File: src/rtl/pll_lock_sequencer.sv
// PLL bring-up sequencer: holds the PLL in reset, waits for a synchronized lock, and releases the system reset once lock is stable.
// Optional retry limit with a terminal FAIL state is enabled by defining PLL_RETRY_LIMIT_EN.
module pll_lock_sequencer #(
    parameter int unsigned RST_CYCLES    = 16,
    parameter int unsigned LOCK_TIMEOUT  = 4096,
    parameter int unsigned STABLE_CYCLES = 256,
    parameter int unsigned MAX_RETRIES   = 3
) (
    input  logic       clkin,
    input  logic       reset,
    input  logic       pll_locked,
    input  logic       restart,
    output logic       pll_reset,
    output logic       sys_reset,
    output logic       ready,
    output logic [3:0] retry_count,
    output logic       fail,
    output logic [2:0] state
);

    typedef enum logic [2:0] {
        S_HOLD      = 3'd0,
        S_WAIT_LOCK = 3'd1,
        S_STABLE    = 3'd2,
        S_RUN       = 3'd3,
        S_FAIL      = 3'd4
    } state_t;

    localparam logic [15:0] RST_LAST     = 16'(RST_CYCLES - 1);
    localparam logic [15:0] TIMEOUT_LAST = 16'(LOCK_TIMEOUT - 1);
    localparam logic [15:0] STABLE_LAST  = 16'(STABLE_CYCLES - 1);

    if (RST_CYCLES < 1 || RST_CYCLES > 65535 || LOCK_TIMEOUT < 1 || LOCK_TIMEOUT > 65535 ||
        STABLE_CYCLES < 1 || STABLE_CYCLES > 65535 || MAX_RETRIES < 1 || MAX_RETRIES > 15) begin : g_bad_param
        $error("pll_lock_sequencer: parameter out of range");
    end

    state_t      cur_state;
    state_t      nxt_state;
    logic [15:0] cnt;
    logic [3:0]  retry_nxt;
    logic        lock_p0;
    logic        lock_p1;

    function automatic logic [3:0] sat_inc(input logic [3:0] v);
        return (v == 4'hF) ? v : v + 4'd1;
    endfunction

    always_comb begin
        nxt_state = cur_state;
        retry_nxt = retry_count;
        if (restart) begin
            nxt_state = S_HOLD;
            retry_nxt = 4'd0;
        end else begin
            case (cur_state)
                S_HOLD: begin
                    if (cnt == RST_LAST) nxt_state = S_WAIT_LOCK;
                end
                S_WAIT_LOCK: begin
                    if (lock_p1) begin
                        nxt_state = S_STABLE;
                    end else if (cnt == TIMEOUT_LAST) begin
                        retry_nxt = sat_inc(retry_count);
`ifdef PLL_RETRY_LIMIT_EN
                        nxt_state = (retry_count == 4'(MAX_RETRIES - 1)) ? S_FAIL : S_HOLD;
`else
                        nxt_state = S_HOLD;
`endif
                    end
                end
                S_STABLE: begin
                    if (!lock_p1) begin
                        nxt_state = S_WAIT_LOCK;
                    end else if (cnt == STABLE_LAST) begin
                        nxt_state = S_RUN;
                        retry_nxt = 4'd0;
                    end
                end
                S_RUN: begin
                    if (!lock_p1) nxt_state = S_HOLD;
                end
                S_FAIL:  nxt_state = S_FAIL;
                default: nxt_state = S_HOLD;
            endcase
        end
    end

    // Outputs are registered from the next state so they switch on the same edge as the state.
    always_ff @(posedge clkin or posedge reset) begin
        if (reset) begin
            lock_p0     <= 1'b0;
            lock_p1     <= 1'b0;
            cur_state   <= S_HOLD;
            cnt         <= 16'd0;
            retry_count <= 4'd0;
            pll_reset   <= 1'b1;
            sys_reset   <= 1'b1;
            ready       <= 1'b0;
        end else begin
            lock_p0     <= pll_locked;
            lock_p1     <= lock_p0;
            cur_state   <= nxt_state;
            cnt         <= (restart || nxt_state != cur_state) ? 16'd0 : cnt + 16'd1;
            retry_count <= retry_nxt;
            pll_reset   <= (nxt_state == S_HOLD) || (nxt_state == S_FAIL);
            sys_reset   <= (nxt_state != S_RUN);
            ready       <= (nxt_state == S_RUN);
        end
    end

`ifdef PLL_RETRY_LIMIT_EN
    always_ff @(posedge clkin or posedge reset) begin
        if (reset) fail <= 1'b0;
        else       fail <= (nxt_state == S_FAIL);
    end
`else
    assign fail = 1'b0;
`endif

    assign state = cur_state;

endmodule

File: config.mk
export PLATFORM = sky130hd
export DESIGN_NAME = pll_lock_sequencer
export DESIGN_NICKNAME = d
export VERILOG_FILES = /design/src/rtl/pll_lock_sequencer.sv
export SDC_FILE = /design/constraint.sdc
export NUM_CORES = 1
export LEC_CHECK = 0
export ABC_AREA = 0
export CORE_UTILIZATION = 59
export CTS_CLUSTER_SIZE = 14
export DETAILED_ROUTE_END_ITERATION = 10
export PLACE_DENSITY_LB_ADDON = 0.15
export SLEW_MARGIN = 20
export SYNTH_ARGS = -nofsm -noshare
export SYNTH_HDL_FRONTEND = slang
export SYNTH_SLANG_ARGS = --single-unit
File: constraint.sdc
create_clock -name clkin -period 4.15 [get_ports clkin]
set_input_delay 0.83 -clock clkin [delete_from_list [all_inputs] [get_ports clkin]]
set_output_delay 0.83 -clock clkin [all_outputs]
set_load 0.01 [all_outputs]
==> flow_metrics.py <==
metrics = {
    "status": {
        "status": "complete, no violations",
    },
    "floorplanning": {
        "dieArea_sq_um": 2560,
        "die_width_um": 50.6,
        "initial_core_util_pct": 63.0,
        "pin_count": 15,
        "core.rowCount": 17,
        "core_region_area_sq_um": 2210,
        "die_y_um": 50.6,
    },
    "route": {
        "viasPerCell": 5.87,
        "finalWirelength_um": 2520,
        "route.detailed.drc": 0,
        "drt-pass1-iter-count": 4,
        "via_count": 1062,
        "wl_per_cell_um": 13.9,
        "drt-initial-drc-count": 21,
        "ant_nets": 0,
    },
    "clock_tree": {
        "htree_levels": 1,
        "ctsHoldBuffers": 0,
        "post_cts_resized": 0,
        "cts_buffers": 3,
        "clkLatencyLatePin_ns": 0.33,
        "clock_path_buffers": 2,
        "ctsRootBufferMaster": "clkbuf_4",
        "cts_tree": "yes",
        "clk_pin_slew_ns": 0.15,
        "clkSinkCount": 28,
        "cts_setup_buffers": 0,
    },
    "critical_path": {
        "r2r_end": "retry_count[1]$_DFFE_PP0P_",
        "crit_family": "simple AND/OR/NAND/NOR gates",
        "critical_path_class": "primary input to flip-flop",
        "critPathMaxFanout": 5,
        "rr_worst_depth": 5,
        "cp-start-kind": "primary input",
        "worstPathArrival_ns": 2.79,
        "r2r_start": "cnt[12]$_DFF_PP0_",
        "crit_buf_inv": 1,
        "rrSetupSlack_ns": 1.89,
        "endpoint_kind": "flip-flop",
        "worstPathRequired_ns": 4.43,
        "crit_slowest_cell": "o41ai_1",
        "crit_chain": "clkdlybuf4s50_1 -> nor2_1 -> nand2_1 -> o41ai_1 -> nand3b_1 -> and2_1",
        "critical_path.max_stage_delay_ns": 0.62,
    },
    "sta": {
        "finClkSkew_ns": 0.00806,
        "worst_pin_slew_ns": 0.644,
        "fin_setup_tns_ns": 0,
        "slew_headroom_pct": 56.5,
        "rsz0062_at_grt": "false",
        "period_minus_slack_ns": 2.52,
        "period_share_pct": 60.6,
        "slew_violations": 0,
        "setup_violations": 0,
        "whs_ns": 0.380,
        "hold_viol": 0,
        "timing.fmax_mhz": 398,
    },
    "finish": {
        "drive_above_1_share_pct": 9.80,
        "n_antenna_cell": 0,
        "synthToLayoutAreaGrowth_pct": 13.1,
        "n_fill_cell": 173,
        "fin_util_pct": 71.3,
        "final_cell_mix": "nor2_1, dfrtp_1, clkdlybuf4s50_1",
        "final_common_cell": "nor2_1",
        "final_nets": 160,
    },
    "min_path": {
        "hp-start": "lock_p0$_DFF_PP0_",
        "hold_class": "flip-flop to flip-flop",
        "whs_endpoint": "lock_p1$_DFF_PP0_",
        "min_path_cells": 0,
    },
    "global_routing": {
        "antenna_found_initial": 0,
        "grt_max_degree": 29,
        "grtUsageTotal_pct": 23.3,
        "grt_overflow": 0,
        "grt_pass1_vias": 1017,
        "grt_pass1_wl_um": 4400,
    },
    "job": {
        "cap_violations": 0,
    },
    "synth": {
        "ys_async_sr_fraction_pct": 100,
        "synth_edf_count": 0,
        "synth-warning-count": 0,
        "synthesis.area_per_instance_sq_um": 9.96,
        "synth_top_flop_cell": "dfrtp_1",
        "syn_inst": 140,
        "synth_seq_cells": 28,
        "yosysSeqAreaShare_pct": 50.4,
        "syn-cell-area_sq_um": 1390,
        "syn_nets": 146,
        "ys_types": 40,
    },
    "power_and_ir_drop": {
        "pwr_density_cell_nw_per_um2": 277,
        "leakagePower_nw": 0.664,
        "vdd_drop_max_uv": 275,
    },
    "placed_design": {
        "port_buffers": 13,
        "gp_congestion": 0.815,
        "dpl.hpwl_um": 1730,
    },
}
## cells by family after synthesis
group	after synthesis	share of synthesized area [%]
flops	28	50.4
compound gates	13	6.19
simple gates	74	29.2
xor+xnor	15	9.43
buf+inv	6	1.89
mux	1	0.808
other cells	1	0.269
fa+ha+maj	2	1.80
## how the worst max path moves through the flow
| stage | endpoint | startpoint | slack (ns) | cells after the start |
|---|---|---|---|---|
| after detailed placement | ready$_DFF_PP0_ | restart | 1.41 | 6 |
| after global placement | ready$_DFF_PP0_ | restart | 1.50 | 6 |
| final | ready$_DFF_PP0_ | restart | 1.63 | 6 |
| after global routing | ready$_DFF_PP0_ | restart | 1.51 | 6 |
| after floorplan | ready$_DFF_PP0_ | restart | 2.16 | 5 |
| after CTS | ready$_DFF_PP0_ | restart | 1.68 | 6 |
## stage by stage
step	setup slack [ns]	area [sq um]	total power [mW]	std cells
detailed placement	1.41	1540	0.307	177
global placement	1.50	1540	0.306	177
finish	1.63	1580	0.437	181
CTS	1.68	1580	0.436	181
floorplan	2.16	1390	0.300	140
global route	1.51	1580	0.452	181
## Yosys cell counts (2+ instances only)
cell type	instances	area [sq um]
nor2_1	27	101
dfrtp_1	26	651
xor2_1	10	87.6
nand2_1	7	26.3
nand3_1	7	35.0
nand4_1	6	37.5
xnor2_1	5	43.8
a21oi_1	4	20.0
clkbuf_1	3	11.3
nand2b_1	3	18.8
o21ai_0	3	15.0
or3_1	3	18.8
dfstp_2	2	52.6
ha_1	2	25.0
inv_1	2	7.51
nor2b_1	2	12.5
nor3_1	2	10.0
nor4b_1	2	17.5
o41ai_1	2	17.5
or2_2	2	12.5
## per-layer routing
layer	wire, um	share of wire [%]	track usage [%]
met1	1190	47	33.4
met5	0	0	0
met4	51	2.0	9.26
met3	95	3.8	5.45
met2	1180	47	34.2
## state kept, by name (all words and copies together) (netlist names)
signal,count
cnt,16
lock_p0,1
lock_p1,1
pll_reset,1
ready,1
retry_count,4
state,3
sys_reset,1
## worst register-to-register path, delay by kind of cell (launching register included)
kind / cells / cell delay [ns]
DFF: 1 / 0.45
AOI/OAI and AO/OA: 1 / 0.25
muxes: 1 / 0.32
and+or+nand+nor: 3 / 1.16
## area by class of cell
type                    instances  area, sq um  share of cell area (%)
repair buffers                 13          130                    8.25
flip-flops and latches         28          703                    44.6
multi-input cells             106          664                    42.1
well taps                      28         35.0                    2.22
clock buffers                   4         36.3                    2.30
inverters                       2         7.51                   0.476
## power breakdown
group	internal (mW)	switching, mW	total (mW)
sequential	0.276	0.00348	0.280
clock	0.0537	0.0816	0.135
combinational	0.00815	0.0137	0.0219
total	0.338	0.0988	0.437
No activity file was read; power rests on OpenSTA's default activity.
